## src/rtl/convo_window_sched.sv

```systemverilog
// convo_window_sched: 3x3 line-buffer FIFO sequencer producing strided window positions per frame.
// Optional stall counter built when CONVO_SCHED_PERF_EN is defined.
module convo_window_sched #(
  parameter int ADDR_BIT = 5
) (
  input  logic                clk,
  input  logic                rst,
  input  logic                start,
  input  logic [ADDR_BIT-1:0] row_len,
  input  logic [ADDR_BIT-1:0] img_rows,
  input  logic [2:0]          stride,
  input  logic                s_valid,
  output logic                s_ready,
  output logic                fifo_wen,
  output logic                fifo_ren,
  output logic                fifo_clr,
  input  logic                fifo_load_done,
  input  logic                fifo_empty,
  input  logic                fifo_full,
  output logic                win_valid,
  input  logic                win_ready,
  output logic [ADDR_BIT-1:0] win_row,
  output logic [ADDR_BIT-1:0] win_col,
  output logic                busy,
  output logic                done,
  output logic                cfg_err,
  output logic [15:0]         perf_stall
);
  typedef enum logic [1:0] {IDLE, LOAD, RUN, DONE} state_t;
  state_t state;
  logic [ADDR_BIT-1:0] rl_q, rows_q;
  logic [2:0] stride_q;
  logic [2*ADDR_BIT-1:0] in_cnt, total;
  logic [ADDR_BIT+1:0] col_sum, row_sum;
  logic cfg_bad, col_wrap, row_last, wr_phase;
  assign cfg_bad  = (row_len < ADDR_BIT'(3)) || (img_rows < ADDR_BIT'(3));
  assign total    = (2*ADDR_BIT)'(rl_q) * (2*ADDR_BIT)'(rows_q);
  // Two extra bits keep position+stride+3 from wrapping before the compare.
  assign col_sum  = {2'b00, win_col} + (ADDR_BIT+2)'(stride_q) + (ADDR_BIT+2)'(3);
  assign row_sum  = {2'b00, win_row} + (ADDR_BIT+2)'(stride_q) + (ADDR_BIT+2)'(3);
  assign col_wrap = col_sum > {2'b00, rl_q};
  assign row_last = row_sum > {2'b00, rows_q};
  assign wr_phase  = (state == LOAD) || (state == RUN);
  assign s_ready   = wr_phase && !fifo_full && (in_cnt < total);
  assign fifo_wen  = s_valid && s_ready;
  assign win_valid = (state == RUN) && !fifo_empty;
  assign fifo_ren  = win_valid && win_ready;
  assign busy      = state != IDLE;
  assign done      = state == DONE;
  assign fifo_clr  = state == DONE;
  always_ff @(posedge clk) begin
    if (rst) begin
      state    <= IDLE;
      rl_q     <= '0;
      rows_q   <= '0;
      stride_q <= '0;
      in_cnt   <= '0;
      win_row  <= '0;
      win_col  <= '0;
      cfg_err  <= 1'b0;
    end else begin
      if (fifo_wen) in_cnt <= in_cnt + 1'b1;
      case (state)
        IDLE: if (start) begin
          rl_q     <= row_len;
          rows_q   <= img_rows;
          stride_q <= (stride == 3'd0) ? 3'd1 : stride;
          in_cnt   <= '0;
          win_row  <= '0;
          win_col  <= '0;
          cfg_err  <= cfg_bad;
          state    <= cfg_bad ? DONE : LOAD;
        end
        LOAD: if (fifo_load_done) state <= RUN;
        RUN: if (fifo_ren) begin
          if (col_wrap) begin
            win_col <= '0;
            if (row_last) state <= DONE;
            else win_row <= win_row + ADDR_BIT'(stride_q);
          end else win_col <= win_col + ADDR_BIT'(stride_q);
        end
        default: state <= IDLE;
      endcase
    end
  end
`ifdef CONVO_SCHED_PERF_EN
  logic [1:0]  perf_inc;
  logic [16:0] perf_sum;
  assign perf_inc = {1'b0, (state == RUN) && win_ready && fifo_empty} + {1'b0, wr_phase && s_valid && !s_ready};
  assign perf_sum = {1'b0, perf_stall} + 17'(perf_inc);
  always_ff @(posedge clk) begin
    if (rst) perf_stall <= '0;
    else if (state == IDLE && start) perf_stall <= '0;
    else perf_stall <= perf_sum[16] ? 16'hFFFF : perf_sum[15:0];
  end
`else
  assign perf_stall = '0;
`endif
endmodule

```

## config.mk

```make
export PLATFORM = sky130hd
export DESIGN_NAME = convo_window_sched
export DESIGN_NICKNAME = d
export VERILOG_FILES = /design/src/rtl/convo_window_sched.sv
export SDC_FILE = /design/constraint.sdc
export NUM_CORES = 1
export LEC_CHECK = 0
export CORE_MARGIN = 2
export CORE_UTILIZATION = 59
export DETAILED_ROUTE_END_ITERATION = 10
export GPL_TIMING_DRIVEN = 1
export HOLD_SLACK_MARGIN = 0.1
export PLACE_DENSITY = 0.93
export SKIP_LAST_GASP = 1
export SYNTH_ARGS = -nofsm -noshare
export SYNTH_HDL_FRONTEND = slang
export SYNTH_SLANG_ARGS = --single-unit
```

## constraint.sdc

```tcl
create_clock -name clk -period 10.52 [get_ports clk]
set_input_delay 2.104 -clock clk [delete_from_list [all_inputs] [get_ports clk]]
set_output_delay 2.104 -clock clk [all_outputs]
set_load 0.1 [all_outputs]
```

==> impl_metrics.csv, run 1 <==
group,metric,value,unit
sta,tightestPinTransition,1.09,ns
setup_path,crit_chain,"nand2_1, fa_1, fa_1, fa_1, inv_1, ha_1, a21oi_1, o21ai_0, o41ai_1, xnor2_1, ha_1, and4_1, o31a_1, nor2_1, clkdlybuf4s50_1",
sta,finalCritPeriodShare,77.2,%
routing,via_count,3128,
cts,clk_latency,0.30,ns
sta,max_freq,123,MHz
die,core_area,0.00557,mm²
logic_synthesis,postSynthCellCount,425,
logic_synthesis,yosys.area_share.adder,28.7,%
cts,h-tree-depth,2,
power_and_ir_drop,power_density,158,mW/mm²
logic_synthesis,synth_compound_area_share,16.2,%
grt,antenna_found_initial,0,
logic_synthesis,mappedNetlistArea,0.00344,mm²
sta,rsz0062_at_grt,"false",
placement,dp.cells,523,
die,die_h,80.4,µm
setup_path,cp-start-kind,"flop",
placement,hpwl,6550,µm
sta,final_hold_viol_count,0,
cts,clock_path_buffers,2,
sta,finalSetupViolCount,0,
sta,layout_min_cycle_time,8.12,ns
routing,drc,0,
logic_synthesis,syn_avg_cell_area,8.09,µm²
finish,seqCellArea,721,µm²
finish,final_area,0.00389,mm²
logic_synthesis,synthXorXnorAreaFrac,5.09,%
setup_path,cp-end-kind,"primary output",
cts,cts_tree,"yes",
setup_path,cp.required,8.42,ns
setup_path,cpMostUsedCell,"fa_1",
sta,slew_headroom,27.2,%
grt,grt_max_degree,30,
placement,post_dp_cell_area,0.00379,mm²
setup_path,critPathTopFamily,"adder cells",
logic_synthesis,ys_async_sr_fraction,0,%
routing,drt_first_pass_iters,4,
power_and_ir_drop,peakVddDrop,0.164,mV
finish,fin_cells,531,
routing,drt-initial-drc-count,218,
logic_synthesis,ys_types,52,
cts,numCtsBuffers,5,
outcome,status,"finished, final reports clean",
cts,ctsResizeCount,0,
cts,hold_buffers,0,
grt,grt_first_pass_wirelength,13900,µm
setup_path,slowest_stage,"clkdlybuf4s50_1",
placement,pre_cts_slack,2.83,ns
routing,ant_nets,0,
grt,gr-total-overflow,0,
logic_synthesis,synth_warnings,0,
die,die_w,80.4,µm
logic_synthesis,synthMuxAreaShare,0,%
finish,fillers,432,
finish,nNetsFinal,550,
setup_path,path_class,"reg -> out",
cts,path_clk_slew,0.07,ns
routing,routed_wirelength,8560,µm
logic_synthesis,synth_top_family_by_area,"adder cells",
logic_synthesis,synth_top_area_share,21.1,%
placement,io_buffers,38,
cts,post-cts-setup-buffer-count,0,
placement,gp_congestion,0.960,
logic_synthesis,synth_top_area_cell,"ha_1",
grt,grtUsageTotal,27.5,%
setup_path,path_buf_inv,2,
logic_synthesis,synth_flop_cell,"dfxtp_1",
logic_synthesis,synth_common_cells,"ha_1, nand2_1, inv_1",
finish,multiInputGateArea,0.00241,mm²
cts,cts-root-buf,"clkbuf_8",
finish,insertedDiodeCount,0,
sta,worst_slack,2.40,ns
die,io-pin-count,55,
routing,vias_per_cell,5.89,
logic_synthesis,synth.ff_latch_count,36,
logic_synthesis,seq_area_frac_synth,21.0,%
die,dieArea,0.00646,mm²
sta,tns,0,ns
sta,clock_skew,0.0125,ns
grt,first_global_vias,3114,
power_and_ir_drop,p_leak,0.00177,µW
worst_hold_path,hold_path.class,"reg -> reg",
cts,cts.sinks,36,
setup_path,r2r_setup_slack,5.50,ns
logic_synthesis,synth_edf_count,0,
logic_synthesis,synthSimpleGateAreaFrac,18.5,%
routing,routedWlPerCell,16.1,µm
setup_path,crit_arrival,6.02,ns
die,rows,27,
die,start_util,61.7,%
run,cap_violations,0,
finish,drive_gt1_share,4.36,%
logic_synthesis,synthTopCellsByArea,"ha_1, dfxtp_1, fa_1, nand2_1, inv_1",
setup_path,cp_max_fo,11,
logic_synthesis,synth.most_common_cell,"ha_1",
finish,syn_to_final_growth,13.1,%
power_and_ir_drop,power,616,µW
sta,slew_viol_final,0,
setup_path,cp_slowest_stage_delay,1.20,ns
layout by cell type (no fill, tap or decap), drive strengths merged, types with 2 or more instances in the layout:
cell	instances
nor4b	2
nand3	7
and3	2
fa	13
a22o	4
nor2b	2
nor3	8
nor2	35
inv	50
nand4	4
o21ai	15
dfxtp	36
xor2	6
a21oi	36
o31ai	2
a2111oi	2
clkinvlp	2
and2	7
a31oi	6
nand2	53
a211oi	3
o21a	2
nand2b	3
xnor2	14
nor4	3
clkbuf	6
o22ai	2
clkdlybuf4s50	38
conb	16
and4	3
ha	58
a21o	7
registers in the layout, summed over array words and instances (netlist names):
signal / cells
win_row: 5
cfg_err: 1
in_cnt: 10
state: 2
win_col: 5
rows_q: 5
rl_q: 5
stride_q: 3
per-stage QoR:
step | utilization [%] | hold slack, ns
6_report | 69.8 | 0.471
2_1_floorplan | - | 0.457
3_3_place_gp | 68.0 | 0.448
4_1_cts | 69.8 | 0.478
3_5_place_dp | 68.0 | 0.465
5_1_grt | 69.8 | 0.493
worst reg2reg max path, cell delays in order, from the launching register on:
cell	delay, ns
dfxtp_1	0.45
nand2_1	0.14
fa_1	0.53
fa_1	0.54
fa_1	0.54
inv_1	0.04
ha_1	0.33
a21oi_1	0.25
o21ai_0	0.18
o41ai_1	0.35
xnor2_1	0.19
ha_1	0.27
and4_1	0.19
o31a_1	0.23
nor3_1	0.33
a211oi_1	0.13
a31o_2	0.23
worst paths after layout:
check        startpoint        end  cells past startpoint
max reg2reg     rl_q[0]  in_cnt[5]                     16
max             rl_q[0]   fifo_wen                     15
min reg2reg     cfg_err    cfg_err                      2
min             cfg_err    cfg_err                      2
report_power, final:
part / switching [µW] / internal, µW
combinational: 234 / 105
clock: 57.1 / 53.1
sequential: 17.7 / 149
cells by family (layout without fill, tap and decap cells):
group	count (synthesis)	after routing
buffers and inverters	77	96
AND/OR/NAND/NOR	133	133
flip-flops	36	36
AO/OA/AOI/OAI	87	87
XOR/XNOR	20	20
other	1	16
adder cells (fa/ha/maj)	71	71
final cells by class:
type | count | share of cell area (%)
Inverter | 50 | 4.82
Sequential cell | 36 | 18.5
Tap cell | 72 | 2.32
Clock inverter | 2 | 0.386
Clock buffer | 6 | 2.12
Multi-Input combinational cell | 327 | 62.0
Timing Repair Buffer | 38 | 9.78
per-layer routing:
layer,GRT usage [%],vias up,share of wire (%)
met5,0,-,0
met4,10.3,0,2.8
met3,5.17,25,5.5
met2,48.6,136,50
met1,32.9,1502,41
li1,-,1465,-
No activity file was read; power rests on OpenSTA's default activity.
==> inputs of run 2 (changes only) <==
Settings changed: CORE_UTILIZATION 59 to 50, PLACE_DENSITY 0.93 to 0.84.
Clock period 10.52 ns to 6.7 ns, I/O delays scaled along.
==> impl_metrics.csv, run 2 (synthesized netlist as in run 1, its figures left out) <==
group,metric,value,unit
routing,via_count,2982,
setup_path,cp.depth,16,
cts,cts.sinks,36,
worst_hold_path,worstHoldPathCells,2,
cts,numCtsBuffers,5,
setup_path,rr_endpoint,"in_cnt[5]",
die,die_h,86.9,µm
sta,clock_skew,0.00725,ns
finish,syn_to_final_growth,14.7,%
setup_path,path_buf_inv,2,
grt,antenna_found_initial,0,
cts,clock_path_buffers,2,
setup_path,critPathTopFamily,"adder cells",
die,rows,30,
grt,gr-total-overflow,0,
die,dieArea,0.00756,mm²
sta,layout_min_cycle_time,6.30,ns
cts,hold_buffers,0,
sta,slew_headroom,34.4,%
sta,rsz0062_at_grt,"false",
grt,grt_max_degree,29,
setup_path,worstSetupStartpoint,"rl_q[0]",
sta,finalCritPeriodShare,94.1,%
setup_path,cp-start-kind,"flop",
cts,ctsResizeCount,0,
finish,regMostFlops,"in_cnt",
finish,drive_gt1_share,5.22,%
finish,mostFrequentLayoutCells,"ha_1, nand2_1, inv_1",
setup_path,ff2ff_path_depth,16,
power_and_ir_drop,p_int,530,µW
routing,routed_wirelength,7560,µm
die,io-pin-count,55,
sta,final_hold_viol_count,0,
setup_path,r2r_setup_slack,1.72,ns
power_and_ir_drop,power_density,251,mW/mm²
sta,max_freq,159,MHz
sta,slew_viol_final,0,
power_and_ir_drop,p_sw_share,46.4,%
cts,cts-root-buf,"clkbuf_8",
routing,routedWlPerCell,14.0,µm
setup_path,slowest_stage,"fa_1",
finish,nNetsFinal,551,
setup_path,cp-end-kind,"primary output",
finish,largest_register_ffs,10,
setup_path,path_class,"reg -> out",
setup_path,crit_arrival,4.96,ns
placement,io_buffers,38,
finish,fillers,576,
routing,drc,0,
die,start_util,51.2,%
sta,tns,0,ns
cts,clk_latency,0.30,ns
worst_hold_path,hold_path.class,"reg -> reg",
cts,post-cts-setup-buffer-count,0,
setup_path,crit_chain,"nand2_1, fa_1, fa_1, fa_1, inv_1, ha_1, a21oi_1, o21ai_0, nor2_1, xor2_1, ha_1, a21o_1, a21oi_1, o211ai_1, nor2_1, buf_12",
sta,tightestPinTransition,0.981,ns
setup_path,cp.required,5.36,ns
power_and_ir_drop,power,989,µW
setup_path,cp_max_fo,7,
finish,insertedDiodeCount,0,
placement,hpwl,5990,µm
cts,cts_tree,"yes",
power_and_ir_drop,p_leak,0.00180,µW
routing,drt-initial-drc-count,150,
grt,first_global_vias,2888,
sta,finalSetupViolCount,0,
power_and_ir_drop,combPwrFrac,52.0,%
die,die_w,86.9,µm
routing,vias_per_cell,5.52,
grt,grt_first_pass_wirelength,13000,µm
placement,gp_congestion,0.944,
power_and_ir_drop,peakVddDrop,0.181,mV
grt,grtUsageTotal,21.4,%
setup_path,cp_slowest_stage_delay,0.55,ns
setup_path,r2r_start,"rl_q[0]",
routing,ant_nets,0,
run,cap_violations,0,
die,core_area,0.00672,mm²
worst_hold_path,hp-start,"cfg_err",
finish,final_common_cell,"ha_1",
power_and_ir_drop,power_switching,458,µW
cts,path_clk_slew,0.08,ns
worst_hold_path,worstHoldEndpoint,"cfg_err",
outcome,status,"finished, final reports clean",
power_and_ir_drop,clockPowerShare,21.6,%
power_and_ir_drop,p_seq_share,26.3,%
cts,h-tree-depth,2,
routing,drt_first_pass_iters,4,
setup_path,cpMostUsedCell,"fa_1",
==> run 2: changes by cell type in the layout (fill, tap and decap cells not counted), sizes merged <==
cell	before	now
clkbuf	6	7
clkdlybuf4s50	38	36
buf	0	3
bufinv	0	1
clkinvlp	2	0
==> run 2: worst max-delay path by stage <==
stage / endpoint / slack (ns)
finish: fifo_wen / 0.40
CTS: fifo_wen / 0.30
global placement: fifo_wen / 0.88
global route: fifo_wen / 0.07
floorplan: fifo_wen / 0.18
detailed placement: fifo_wen / 0.70
==> run 2: final cells by class <==
cell class                 instances  area [µm²]  area share [%]
sequential                        36         721            18.3
timing repair buffer              39         395            10.0
clock buffer                       7        96.3            2.44
inverter                          50         188            4.76
multi-input combinational        327        2410            61.2
clock inverter                     1        30.0           0.761
tap                               80         100            2.54
==> run 2: power groups by stage <==
stage | registers (µW) | logic, µW | clock network (µW)
after floorplan | 267 | 404 | 0
after global placement | 263 | 488 | 0
after detailed placement | 265 | 503 | 0
after CTS | 260 | 509 | 217
after global routing | 263 | 566 | 226
final | 260 | 515 | 214
==> run 2: per-stage QoR <==
| step | instance area (µm²) | hold slack [ns] | util [%] | setup slack, ns | cells |
|---|---|---|---|---|---|
| after floorplan | 3500 | 0.457 | - | 0.178 | 440 |
| after detailed placement | 3820 | 0.457 | 56.8 | 0.705 | 532 |
| final | 3950 | 0.466 | 58.7 | 0.397 | 540 |
| after global placement | 3820 | 0.447 | 56.8 | 0.875 | 532 |
| after CTS | 3940 | 0.470 | 58.7 | 0.296 | 540 |
| after global routing | 3950 | 0.504 | 58.7 | 0.0689 | 540 |
==> run 2: metal layers <==
layer  vias to the layer above  wire, µm  track usage [%]
met4                         0       133             7.81
met5                         -         0                0
li1                       1476         -                -
met3                        13       375             2.56
met2                        94      3600             35.7
met1                      1399      3440             28.4
==> run 2: worst register-to-register path: stages (launching register included) <==
cell and delay [ns]:
dfxtp_1 0.46, nand2_1 0.13, fa_1 0.52, fa_1 0.52, fa_1 0.55, inv_1 0.04, ha_1 0.33, a21oi_1 0.23
o21ai_0 0.17, o41ai_1 0.35, xnor2_1 0.18, ha_1 0.26, and4_1 0.20, o31a_2 0.19, nor3_1 0.38, a211oi_1 0.14
a31o_2 0.23
